==> src/rtl/bp_cfg_link_pkg.sv <==
// Shared definitions for the per-core config link: address map, loader FSM
// states, the cfg bus record and the CCE mode encoding.
package bp_cfg_link_pkg;

   localparam int cfg_core_width_gp = 8;
   localparam int cfg_addr_width_gp = 16;
   localparam int cfg_data_width_gp = 32;

   typedef enum logic [15:0] {
      e_cfg_addr_freeze     = 16'h0001,
      e_cfg_addr_core_id    = 16'h0002,
      e_cfg_addr_cce_mode   = 16'h0003,
      e_cfg_addr_ucode_base = 16'h8000
   } bp_cfg_addr_e;

   typedef enum logic [1:0] {
      e_cce_mode_uncached = 2'd0,
      e_cce_mode_normal   = 2'd1
   } bp_cce_mode_e;

   typedef enum logic [3:0] {
      e_idle     = 4'd0,
      e_freeze   = 4'd1,
      e_core_id  = 4'd2,
      e_fetch    = 4'd3,
      e_load     = 4'd4,
      e_ucode    = 4'd5,
      e_mode     = 4'd6,
      e_unfreeze = 4'd7,
      e_done     = 4'd8
   } bp_cfg_loader_state_e;

   typedef struct packed {
      logic [cfg_core_width_gp-1:0] core;
      logic [cfg_addr_width_gp-1:0] addr;
      logic [cfg_data_width_gp-1:0] data;
   } bp_cfg_bus_s;

endpackage

==> src/rtl/bp_cfg_loader.sv <==
// Boot-time config sequencer: freezes each core, loads CCE microcode from a sync ROM,
// sets normal mode and unfreezes. Optional stall counter: BP_CFG_LOADER_STALL_CNT_EN.
module bp_cfg_loader
   import bp_cfg_link_pkg::*;
#(
   parameter int num_core_p              = 1,
   parameter int cfg_core_width_p        = cfg_core_width_gp,
   parameter int cfg_addr_width_p        = cfg_addr_width_gp,
   parameter int cfg_data_width_p        = cfg_data_width_gp,
   parameter int num_cce_instr_ram_els_p = 256,
   parameter int cce_instr_width_p       = 32,
   localparam int ucode_idx_width_lp     = (num_cce_instr_ram_els_p > 1) ? $clog2(num_cce_instr_ram_els_p) : 1
)
(
   input  logic                          clk_i,
   input  logic                          reset_n_i,
   input  logic                          start_i,
   output logic                          done_o,
   output logic                          cfg_v_o,
   input  logic                          cfg_ready_i,
   output logic [cfg_core_width_p-1:0]   cfg_core_o,
   output logic [cfg_addr_width_p-1:0]   cfg_addr_o,
   output logic [cfg_data_width_p-1:0]   cfg_data_o,
   output logic [ucode_idx_width_lp-1:0] rom_addr_o,
   input  logic [cce_instr_width_p-1:0]  rom_data_i,
   output logic [31:0]                   stall_cnt_o
);

   localparam int core_idx_width_lp = (num_core_p > 1) ? $clog2(num_core_p) : 1;
   localparam logic [ucode_idx_width_lp-1:0] ucode_last_lp = ucode_idx_width_lp'(num_cce_instr_ram_els_p - 1);
   localparam logic [ucode_idx_width_lp-1:0] ucode_zero_lp = {ucode_idx_width_lp{1'b0}};
   localparam logic [ucode_idx_width_lp-1:0] ucode_one_lp  = ucode_idx_width_lp'(1);
   localparam logic [core_idx_width_lp-1:0]  core_last_lp  = core_idx_width_lp'(num_core_p - 1);
   localparam logic [core_idx_width_lp-1:0]  core_zero_lp  = {core_idx_width_lp{1'b0}};
   localparam logic [core_idx_width_lp-1:0]  core_one_lp   = core_idx_width_lp'(1);
   localparam logic [cfg_data_width_p-1:0]   data_zero_lp  = {cfg_data_width_p{1'b0}};
   localparam logic [cfg_data_width_p-1:0]   data_one_lp   = cfg_data_width_p'(1'b1);
   localparam logic [cfg_addr_width_p-1:0]   addr_zero_lp  = {cfg_addr_width_p{1'b0}};

   bp_cfg_loader_state_e            state_r;
   logic [core_idx_width_lp-1:0]    core_idx_r;
   logic [ucode_idx_width_lp-1:0]   ucode_idx_r;
   logic [ucode_idx_width_lp-1:0]   rom_addr_r;
   logic [cfg_addr_width_p-1:0]     cfg_addr_r;
   logic [cfg_data_width_p-1:0]     cfg_data_r;
   logic                            cfg_v_r;
   logic                            done_r;
   logic                            init_done_r;
   logic                            start_ok_s;
   logic                            accept_s;

   function automatic logic [cfg_addr_width_p-1:0] ucode_addr(input logic [ucode_idx_width_lp-1:0] idx);
      return cfg_addr_width_p'(e_cfg_addr_ucode_base) + cfg_addr_width_p'(idx);
   endfunction

   // Start is only honoured when idle/done and not on the first edge after reset release
   always_comb begin
      start_ok_s = 1'b0;
      accept_s   = cfg_v_r & cfg_ready_i;
      if (init_done_r && (state_r == e_idle || state_r == e_done)) begin
         start_ok_s = start_i;
      end else begin
         start_ok_s = 1'b0;
      end
   end

   // Sequencer FSM; every bus output is loaded on the transition into its state
   always_ff @(posedge clk_i or negedge reset_n_i) begin
      if (!reset_n_i) begin
         state_r     <= e_idle;
         core_idx_r  <= core_zero_lp;
         ucode_idx_r <= ucode_zero_lp;
         rom_addr_r  <= ucode_zero_lp;
         cfg_addr_r  <= addr_zero_lp;
         cfg_data_r  <= data_zero_lp;
         cfg_v_r     <= 1'b0;
         done_r      <= 1'b0;
         init_done_r <= 1'b0;
      end else begin
         init_done_r <= 1'b1;
         case (state_r)
            e_idle, e_done: begin
               if (start_ok_s) begin
                  state_r     <= e_freeze;
                  done_r      <= 1'b0;
                  core_idx_r  <= core_zero_lp;
                  ucode_idx_r <= ucode_zero_lp;
                  cfg_v_r     <= 1'b1;
                  cfg_addr_r  <= cfg_addr_width_p'(e_cfg_addr_freeze);
                  cfg_data_r  <= data_one_lp;
               end
            end
            e_freeze: begin
               if (accept_s) begin
                  state_r    <= e_core_id;
                  cfg_addr_r <= cfg_addr_width_p'(e_cfg_addr_core_id);
                  cfg_data_r <= cfg_data_width_p'(core_idx_r);
               end
            end
            e_core_id: begin
               if (accept_s) begin
                  state_r    <= e_fetch;
                  cfg_v_r    <= 1'b0;
                  rom_addr_r <= ucode_idx_r;
               end
            end
            e_fetch: begin
               state_r <= e_load;
            end
            e_load: begin
               state_r    <= e_ucode;
               cfg_v_r    <= 1'b1;
               cfg_addr_r <= ucode_addr(ucode_idx_r);
               cfg_data_r <= cfg_data_width_p'(rom_data_i);
            end
            e_ucode: begin
               if (accept_s) begin
                  if (ucode_idx_r == ucode_last_lp) begin
                     state_r     <= e_mode;
                     ucode_idx_r <= ucode_zero_lp;
                     cfg_addr_r  <= cfg_addr_width_p'(e_cfg_addr_cce_mode);
                     cfg_data_r  <= cfg_data_width_p'(e_cce_mode_normal);
                  end else begin
                     state_r     <= e_fetch;
                     cfg_v_r     <= 1'b0;
                     ucode_idx_r <= ucode_idx_r + ucode_one_lp;
                     rom_addr_r  <= ucode_idx_r + ucode_one_lp;
                  end
               end
            end
            e_mode: begin
               if (accept_s) begin
                  state_r    <= e_unfreeze;
                  cfg_addr_r <= cfg_addr_width_p'(e_cfg_addr_freeze);
                  cfg_data_r <= data_zero_lp;
               end
            end
            e_unfreeze: begin
               if (accept_s) begin
                  if (core_idx_r == core_last_lp) begin
                     state_r <= e_done;
                     cfg_v_r <= 1'b0;
                     done_r  <= 1'b1;
                  end else begin
                     state_r    <= e_freeze;
                     core_idx_r <= core_idx_r + core_one_lp;
                     cfg_addr_r <= cfg_addr_width_p'(e_cfg_addr_freeze);
                     cfg_data_r <= data_one_lp;
                  end
               end
            end
            default: begin
               state_r <= e_idle;
               cfg_v_r <= 1'b0;
            end
         endcase
      end
   end

   assign done_o     = done_r;
   assign cfg_v_o    = cfg_v_r;
   assign cfg_core_o = cfg_core_width_p'(core_idx_r);
   assign cfg_addr_o = cfg_addr_r;
   assign cfg_data_o = cfg_data_r;
   assign rom_addr_o = rom_addr_r;

`ifdef BP_CFG_LOADER_STALL_CNT_EN
   logic [31:0] stall_cnt_r;

   // Saturating count of cycles where the consumer holds off a valid write
   always_ff @(posedge clk_i or negedge reset_n_i) begin
      if (!reset_n_i) begin
         stall_cnt_r <= 32'd0;
      end else if (start_ok_s) begin
         stall_cnt_r <= 32'd0;
      end else if (cfg_v_r && !cfg_ready_i && (stall_cnt_r != 32'hFFFF_FFFF)) begin
         stall_cnt_r <= stall_cnt_r + 32'd1;
      end
   end

   assign stall_cnt_o = stall_cnt_r;
`else
   assign stall_cnt_o = 32'd0;
`endif

endmodule
==> config.mk <==
export PLATFORM = sky130hd
export DESIGN_NAME = bp_cfg_loader
export DESIGN_NICKNAME = d
export VERILOG_FILES = /design/src/rtl/bp_cfg_link_pkg.sv /design/src/rtl/bp_cfg_loader.sv
export SDC_FILE = /design/constraint.sdc
export NUM_CORES = 1
export LEC_CHECK = 0
export ABC_CLOCK_PERIOD_IN_PS = 4400
export CORE_ASPECT_RATIO = 0.9
export CORE_UTILIZATION = 46
export DETAILED_ROUTE_END_ITERATION = 7
export PLACE_DENSITY = 0.87
export SLEW_MARGIN = 5
export SYNTH_ARGS = -nofsm -noshare
export SYNTH_HDL_FRONTEND = slang
export SYNTH_SLANG_ARGS = --single-unit
==> constraint.sdc <==
create_clock -name clk_i -period 4.4 [get_ports clk_i]
set_input_delay 0.88 -clock clk_i [delete_from_list [all_inputs] [get_ports clk_i]]
set_output_delay 0.88 -clock clk_i [all_outputs]
set_load 0.005 [all_outputs]
==> flow_summary.yaml, run 1 <==
drt:
  wl_met2_mm: 3.29
  drtIter0Drc: 160
  final_antenna_net_count: 0
  top_layer_used: "met4"
  wirelength_mm: 6.76
  drt_pass1_iterations: 4
  drc: 0
  avgViaCountPerCell: 5.29
  num_vias: 2442
  drt-met1-wl_mm: 2.99
  detail_route.wl_per_cell_um: 14.6
  wl_met3_um: 423
sta:
  worstMarginPinSlew_ns: 0.780
  post-route-period-util: 0.613
  final.setup_skew_ns: 0.00812
  hold_viol_final: 0
  rsz0062_at_grt: "no"
  setup-violations-final: 0
  slew_violations: 0
  timing.fmax_ghz: 0.371
  setup_tns_ns: 0
  holdWs_ns: 0.495
  finalCriticalPeriod_ns: 2.70
  slew-limit-headroom: 0.478
clock_tree:
  cts_hold_repair.buffers: 0
  cts_root_buf: "clkbuf_8"
  ctsHtreeMaxLevel: 3
  post_cts_resized: 0
  cts_buffer_depth: 2
  clock-sinks: 64
  cts_tree: "built"
  clk_latency_ns: 0.35
  postCtsSetupRepairBufs: 0
  clk_pin_slew_ns: 0.07
  numCtsBuffers: 9
layout:
  drive_above_1_share: 0.0806
  synthToLayoutAreaGrowth_pct: 29.7
  nets: 404
  num_antenna_cells: 0
  nFillCells: 532
  fin_area_mm2: 0.00418
  final_util: 0.625
setup_path:
  slowest_stage: "or4_1"
  cp_max_fo: 41
  path_class: "primary input to register"
  slowest_delay_ns: 0.53
  cp.required_ns: 4.63
  critPathArrivalTime_ns: 2.93
  startpoint_type: "primary input"
  end_kind: "register"
  crit_chain: "clkdlybuf4s50_1 -> and2_1 -> a211oi_1 -> or4_1 -> buf_4 -> mux2_1"
grt:
  grt_max_degree: 42
  track_usage: 0.192
  grt_pass1_wl_mm: 10.8
  grt_pass1_vias: 2146
  overflow: 0
  antenna_found_initial: 0
yosys:
  ys_ff_latch: 64
  yosysMostFrequentCell: "dfrtp_1"
  synth_area_mm2: 0.00323
  synth_ff_type: "dfrtp_1"
  yosys-top-cells-area: "dfrtp_1, buf_4, a22o_1, mux2_1, o31ai_1"
  synthCells: 288
  yosys.area.top_type: "dfrtp_1"
  synth-edff-count: 0
  synth_common_cells: "dfrtp_1, buf_4, a22o_1"
  async_reset_ff_frac: 1.00
  avgSynthCellArea_um2: 11.2
  yosysSeqAreaShare: 0.497
  synth.top_cell.area_share: 0.497
  yosys.cell_types.count: 53
  yosysWarnings: 0
place:
  placed_area_mm2: 0.00395
  dp.final_hpwl_mm: 4.72
  gp_congestion: 0.936
  port_buffers: 86
power_and_ir_drop:
  peakVddDrop_mv: 0.358
  p_leak_uw: 0.00192
  power_per_cell_area_mw_per_mm2: 587
flow_run:
  maxCapViolCount: 0
status:
  outcome: "completed"
floorplan:
  die_w_um: 90.3
  rows: 28
  start_util: 0.482
  pin_count: 134
  core_mm2: 0.00669
  die-area_mm2: 0.00735
  die_h_um: 81.4
min_path:
  hp-class: "register to register"
[report_power, final]
| group | total, µW | leakage (µW) | internal [µW] | switching, µW |
|---|---|---|---|---|
| logic | 1020 | 0.000952 | 523 | 493 |
| registers | 873 | 0.000852 | 728 | 145 |
| clock network | 565 | 0.000114 | 325 | 239 |
| total | 2450 | 0.00192 | 1580 | 878 |
[logic make-up (layout without fill, tap and decap cells)]
logic type,Yosys count,after routing,synth area share
buffers and inverters,71,109,0.144
muxes,14,14,0.0508
adders and majority gates,1,1,0.00388
DFF,64,64,0.497
and+or+nand+nor,52,52,0.0892
AOI/OAI and AO/OA,77,77,0.195
other,2,48,0.00233
xor gates and xnor gates,7,7,0.0190
[path summary, 6_finish.rpt]
kind,depth (start not counted),from,slack (ns),end
max,6,cfg_ready_i,1.70,cfg_data_o[0]
min,1,rom_addr_o[2],0.49,rom_addr_o[2]
max reg2reg,5,state_r[0],1.83,cfg_data_o[0]
min reg2reg,1,rom_addr_o[2],0.49,rom_addr_o[2]
max in group asynchronous,2,reset_n_i,2.98,ucode_idx_r[3]
min in group asynchronous,1,reset_n_i,0.54,cfg_data_o[5]
[critical path: cells and delay by family]
kind | cells | cell delay [ns]
AO/OA/AOI/OAI | 1 | 0.13
multiplexers | 1 | 0.36
buffers and inverters | 2 | 0.75
AND/OR/NAND/NOR | 2 | 0.80
[cell type report]
class	count	area [µm²]	share of cell area
flip-flops and latches	64	1600	0.383
multi-input cells	199	1350	0.321
clock buffers	9	124	0.0296
clock inverters	7	104	0.0248
well taps	90	113	0.0269
inverters	3	11.3	0.00269
repair buffers	90	886	0.212
[through the flow]
stage,power (µW),instances,setup slack [ns]
final,2450,462,1.70
after global routing,2630,462,1.56
after CTS,2470,462,1.73
after detailed placement,1890,446,1.35
after global placement,1850,446,1.42
after floorplan,1540,334,1.95
[placed cells by master, fill, tap and decap left out, drive strengths merged, types with 2 or more instances in the layout]
cell,netlist,routed
clkdlybuf4s50,0,85
dfrtp,64,64
conb,2,48
a22o,39,39
mux2,13,13
nor2,11,11
nand2,10,10
clkbuf,10,9
o31ai,8,8
a21oi,6,6
o21ai,6,6
xnor2,5,5
nor3,5,5
buf,58,5
inv,3,5
nand2b,4,4
nand3,4,4
and3,3,3
a211o,3,3
clkinv,0,3
nand3b,2,2
and4,2,2
xor2,2,2
o41ai,2,2
a31oi,2,2
bufinv,0,2
[registers in the layout (all words and copies together) (netlist names)]
name,cells
cfg_addr_o,9
cfg_v_o,1
cfg_data_o,32
rom_addr_o,8
init_done_r,1
state_r,4
done_o,1
ucode_idx_r,8
[per-layer routing]
layer	vias up	GRT usage
li1	1115	-
met1	1207	0.247
met2	114	0.298
met3	6	0.0750
met4	0	0.0661
met5	-	0
Note: power is estimated with default switching activity, not from simulation.
==> run 2, diff against run 1 <==
- ABC_CLOCK_PERIOD_IN_PS: 4400 -> 2800
- CORE_UTILIZATION: 46 -> 43
- PLACE_DENSITY: 0.87 -> 0.82
- clock period: 4.4 -> 2.8 ns (I/O delays scaled with it)
==> run 2 against run 1 <==
  * Die area is 6.8% higher
  * First-iteration DRC count is 23% higher
  * Routed wire length is 2.4% higher
  * Worst setup slack worse by 1.2 ns
  * Clock skew is 0.0032 ns lower
  * Count of clock-buffer cells in the layout is 5 higher
  * Core utilization is 3.1 points lower
  * Global-route usage is 0.90 points lower
  * Critical path depth stayed put
  * Total power is 61% higher
  * Cell count is 1.7% higher
  * Non-clock buffer count is 5 higher
  * Largest cell class unchanged
  * Highest routed layer unchanged
==> flow_summary.yaml, run 2 (same netlist as run 1, synthesis figures left out) <==
power_and_ir_drop:
  power_per_cell_area_mw_per_mm2: 932
  p_leak_uw: 0.00195
  peakVddDrop_mv: 0.557
drt:
  detail_route.wl_per_cell_um: 14.7
  wirelength_mm: 6.93
  final_antenna_net_count: 0
  drt_pass1_iterations: 4
  drtIter0Drc: 196
  drc: 0
  num_vias: 2386
  avgViaCountPerCell: 5.08
layout:
  synthToLayoutAreaGrowth_pct: 31.7
  num_antenna_cells: 0
  nFillCells: 579
  layout_commonest_cell: "clkdlybuf4s50_1"
  final_cell_mix: "clkdlybuf4s50_1, dfrtp_1, conb_1"
  nets: 409
  drive_above_1_share: 0.0875
  fin_area_mm2: 0.00425
  largest_register_ffs: 32
sta:
  timing.fmax_ghz: 0.429
  setup-violations-final: 0
  worstMarginPinSlew_ns: 0.711
  final.setup_skew_ns: 0.00492
  rsz0062_at_grt: "no"
  post-route-period-util: 0.833
  slew-limit-headroom: 0.526
  slew_violations: 0
  finalCriticalPeriod_ns: 2.33
  hold_viol_final: 0
  setup_tns_ns: 0
min_path:
  hp-class: "primary input to async pin"
setup_path:
  path_class: "register to register"
  startpoint_type: "register"
  critPathArrivalTime_ns: 2.56
  cp.required_ns: 3.03
  end_kind: "register"
  cp_max_fo: 41
grt:
  grt_pass1_wl_mm: 11.1
  grt_pass1_vias: 2229
  overflow: 0
  grt_max_degree: 42
  track_usage: 0.183
  antenna_found_initial: 0
clock_tree:
  clock-sinks: 64
  cts_buffer_depth: 2
  post_cts_resized: 0
  postCtsSetupRepairBufs: 0
  numCtsBuffers: 9
  clk_latency_ns: 0.34
  cts_hold_repair.buffers: 0
  ctsHtreeMaxLevel: 3
  cts_root_buf: "clkbuf_8"
  cts_tree: "built"
  clk_pin_slew_ns: 0.07
place:
  placed_area_mm2: 0.00402
  dp.final_hpwl_mm: 4.78
  port_buffers: 86
  gp_congestion: 0.852
floorplan:
  die_h_um: 84.2
  die_w_um: 93.3
  core_mm2: 0.00715
  die-area_mm2: 0.00785
  pin_count: 134
  rows: 29
  start_util: 0.451
status:
  outcome: "completed"
flow_run:
  maxCapViolCount: 0
==> run 2: area by class of cell <==
type | instances | area (µm²) | share of cell area
Clock inverter | 2 | 60.1 | 0.0141
Inverter | 3 | 11.3 | 0.00265
Timing Repair Buffer | 95 | 948 | 0.223
Sequential cell | 64 | 1600 | 0.377
Clock buffer | 14 | 173 | 0.0406
Tap cell | 93 | 116 | 0.0274
Multi-Input combinational cell | 199 | 1340 | 0.315
==> run 2: power breakdown <==
| part | switching [µW] | internal (µW) | leakage (µW) |
|---|---|---|---|
| logic | 814 | 890 | 0.000986 |
| clock network | 342 | 575 | 0.000117 |
| registers | 192 | 1150 | 0.000852 |
| total | 1350 | 2610 | 0.00195 |
==> run 2: worst paths after layout <==
kind | start | to | slack, ns | cells after the start
worst min register to register | cfg_addr_o[15] | cfg_addr_o[15] | 0.49 | 1
worst min-delay path | reset_n_i | cfg_data_o[27] | 0.26 | 1
max in group asynchronous | reset_n_i | cfg_v_o | 1.91 | 2
min in group clk_i | cfg_addr_o[15] | cfg_addr_o[15] | 0.49 | 1
worst max-delay path | ucode_idx_r[0] | cfg_data_o[0] | 0.47 | 6
worst max register to register | ucode_idx_r[0] | cfg_data_o[0] | 0.47 | 6
==> run 2: per-stage QoR <==
step	std cells	hold WS, ns	total power [µW]	worst slack [ns]	utilization
6_report	470	0.264	3960	0.467	0.594
5_1_grt	470	0.307	4210	0.319	0.594
4_1_cts	470	0.268	4000	0.492	0.594
3_5_place_dp	454	0.475	3050	0.274	0.562
3_3_place_gp	454	0.469	3000	0.317	0.562
2_1_floorplan	334	0.264	2430	0.667	-
==> run 2: metal layers <==
layer / up-vias / GRT usage / wire (µm)
met4: 0 / 0.101 / 154
li1: 1124 / - / -
met2: 96 / 0.278 / 3280
met1: 1152 / 0.239 / 3040
met3: 14 / 0.0453 / 450
met5: - / 0 / 0
==> run 2: critical path, cell delays in order (launching register included) <==
cell     delay [ns]
dfrtp_1        0.48
ha_1           0.25
and3_1         0.28
a21oi_2        0.13
or4_1          0.53
buf_12         0.21
mux2_1         0.33
==> run 3, diff against run 2 <==
- ABC_CLOCK_PERIOD_IN_PS: 2800 -> 2300
- clock period: 2.8 -> 2.3 ns (I/O delays scaled with it)
==> run 3 against run 2 <==
  * Final area up 1.8%
  * Worst hold slack worse by 0.18 ns
  * Clock skew is 0.0026 ns higher
  * Clock power grew 15%
  * Critical endpoint is now cfg_data_o[18]
  * Largest cell class unchanged
  * Highest routed layer unchanged
==> flow_summary.yaml, run 3 (same netlist as run 1, synthesis figures left out) <==
status:
  outcome: "completed"
drt:
  num_vias: 2499
  detail_route.wl_per_cell_um: 14.9
  drc: 0
  final_antenna_net_count: 0
  drtIter0Drc: 183
  drt_pass1_iterations: 4
  wirelength_mm: 7.24
  avgViaCountPerCell: 5.15
place:
  gp_congestion: 0.852
  dp.final_hpwl_mm: 5.29
  preCtsSetupSlack_ns: -0.0879
  placed_area_mm2: 0.00410
  port_buffers: 86
sta:
  final.setup_skew_ns: 0.00748
  timing.fmax_ghz: 0.469
  slew_violations: 0
  setup-violations-final: 0
  hold_viol_final: 0
  fin_ws_ns: 0.166
  rsz0062_at_grt: "no"
  post-route-period-util: 0.928
  setup_tns_ns: 0
  finalCriticalPeriod_ns: 2.13
layout:
  drive_above_1_share: 0.128
  final_util: 0.605
  layout_commonest_cell: "clkdlybuf4s50_1"
  final_cell_mix: "clkdlybuf4s50_1, dfrtp_1, conb_1"
  nets: 424
  num_antenna_cells: 0
  fin_area_mm2: 0.00433
  largest_register_ffs: 32
  nFillCells: 589
  synthToLayoutAreaGrowth_pct: 34.1
setup_path:
  rr_worst_depth: 6
  path_class: "register to register"
  startpoint_type: "register"
  cp_max_fo: 17
  slowest_delay_ns: 0.56
  reg2reg_to: "cfg_data_o[18]"
  end_kind: "register"
  slowest_stage: "or4_1"
  critPathArrivalTime_ns: 2.35
  r2r_start: "ucode_idx_r[1]"
  crit_chain: "ha_1 -> and3_1 -> a21oi_2 -> or4_1 -> buf_4 -> a22o_1"
  cp.required_ns: 2.51
  r2r_slack_ns: 0.17
flow_run:
  maxCapViolCount: 0
power_and_ir_drop:
  p_sw_frac: 0.346
  clkPwrFrac: 0.220
  p_leak_uw: 0.00201
  p_switching_uw: 1670
  combPwrFrac: 0.441
  seqPwrFrac: 0.339
  power_per_cell_area_mw_per_mm2: 1120
  peakVddDrop_mv: 0.422
  p_int_uw: 3170
clock_tree:
  cts_hold_repair.buffers: 0
  clock-sinks: 64
  ctsHtreeMaxLevel: 3
  cts_buffer_depth: 2
  cts_tree: "built"
  clk_latency_ns: 0.34
  clk_pin_slew_ns: 0.07
  numCtsBuffers: 9
  cts_root_buf: "clkbuf_8"
grt:
  antenna_found_initial: 0
  overflow: 0
  grt_max_degree: 29
  grt_pass1_vias: 2387
  track_usage: 0.193
  grt_pass1_wl_mm: 11.8
floorplan:
  die_h_um: 84.2
  die-area_mm2: 0.00785
  rows: 29
  pin_count: 134
  start_util: 0.451
  die_w_um: 93.3
  core_mm2: 0.00715
min_path:
  hp-class: "primary input to async pin"
-- run 3: cell types whose count changed in the layout (fill, tap and decap cells not counted) --
cell / before / now
clkbuf_8: 12 / 10
buf_12: 2 / 0
dfrtp_1: 64 / 63
clkinv_2: 0 / 1
buf_4: 7 / 24
dfrtp_2: 0 / 1
clkbuf_1: 2 / 1
clkinvlp_4: 0 / 2
-- run 3: worst max-delay path, delay by kind of cell, from the launching register on --
family	cells	cell delay [ns]
buffers and inverters	1	0.24
AO/OA/AOI/OAI	2	0.36
AND/OR/NAND/NOR	2	0.86
adder cells (fa/ha/maj)	1	0.21
flip-flops	1	0.35
-- run 3: how the worst max path moves through the flow --
stage	slack (ns)	depth (start not counted)	startpoint	to
after floorplan	0.21	7	ucode_idx_r[0]	cfg_addr_o[0]
after global placement	-0.03	6	cfg_ready_i	cfg_addr_o[0]
after detailed placement	-0.09	6	cfg_ready_i	cfg_addr_o[0]
after CTS	0.10	5	state_r[0]	cfg_addr_o[0]
after global routing	0.06	5	state_r[2]	rom_addr_o[5]
final	0.17	6	ucode_idx_r[1]	cfg_data_o[18]
-- run 3: final cells by class --
cell class | count | area, µm² | share of cell area
clock buffers | 11 | 141 | 0.0327
clock inverters | 5 | 80.1 | 0.0185
inverters | 3 | 11.3 | 0.00260
multi-input cells | 199 | 1340 | 0.309
flip-flops and latches | 64 | 1600 | 0.370
well taps | 93 | 116 | 0.0269
repair buffers | 110 | 1040 | 0.239
-- run 3: stage by stage --
step | total power (µW) | hold slack, ns | std cells
after CTS | 4860 | 0.0803 | 485
after floorplan | 2950 | 0.164 | 334
after detailed placement | 3780 | 0.450 | 469
final | 4840 | 0.0795 | 485
after global placement | 3700 | 0.445 | 469
after global routing | 5160 | 0.102 | 485
-- run 3: timing repair --
action                                  in CTS  in global routing
endpoints found under the setup margin       0                  9
setup buffers                                0                  0
resized for setup                            0                  1
-- run 3: routing by layer --
layer | global-route usage | wire (µm) | up-vias
met1 | 0.265 | 3160 | 1229
met2 | 0.292 | 3520 | 104
met5 | 0 | 0 | -
li1 | - | - | 1155
met3 | 0.0417 | 461 | 11
met4 | 0.0867 | 102 | 0
-- run 3: power groups by stage --
stage	Sequential (µW)	Combinational [µW]	Clock, µW
after floorplan	1580	1370	0
after global placement	1640	2070	0
after detailed placement	1650	2130	0
after CTS	1630	2150	1080
after global routing	1690	2340	1130
final	1640	2140	1060
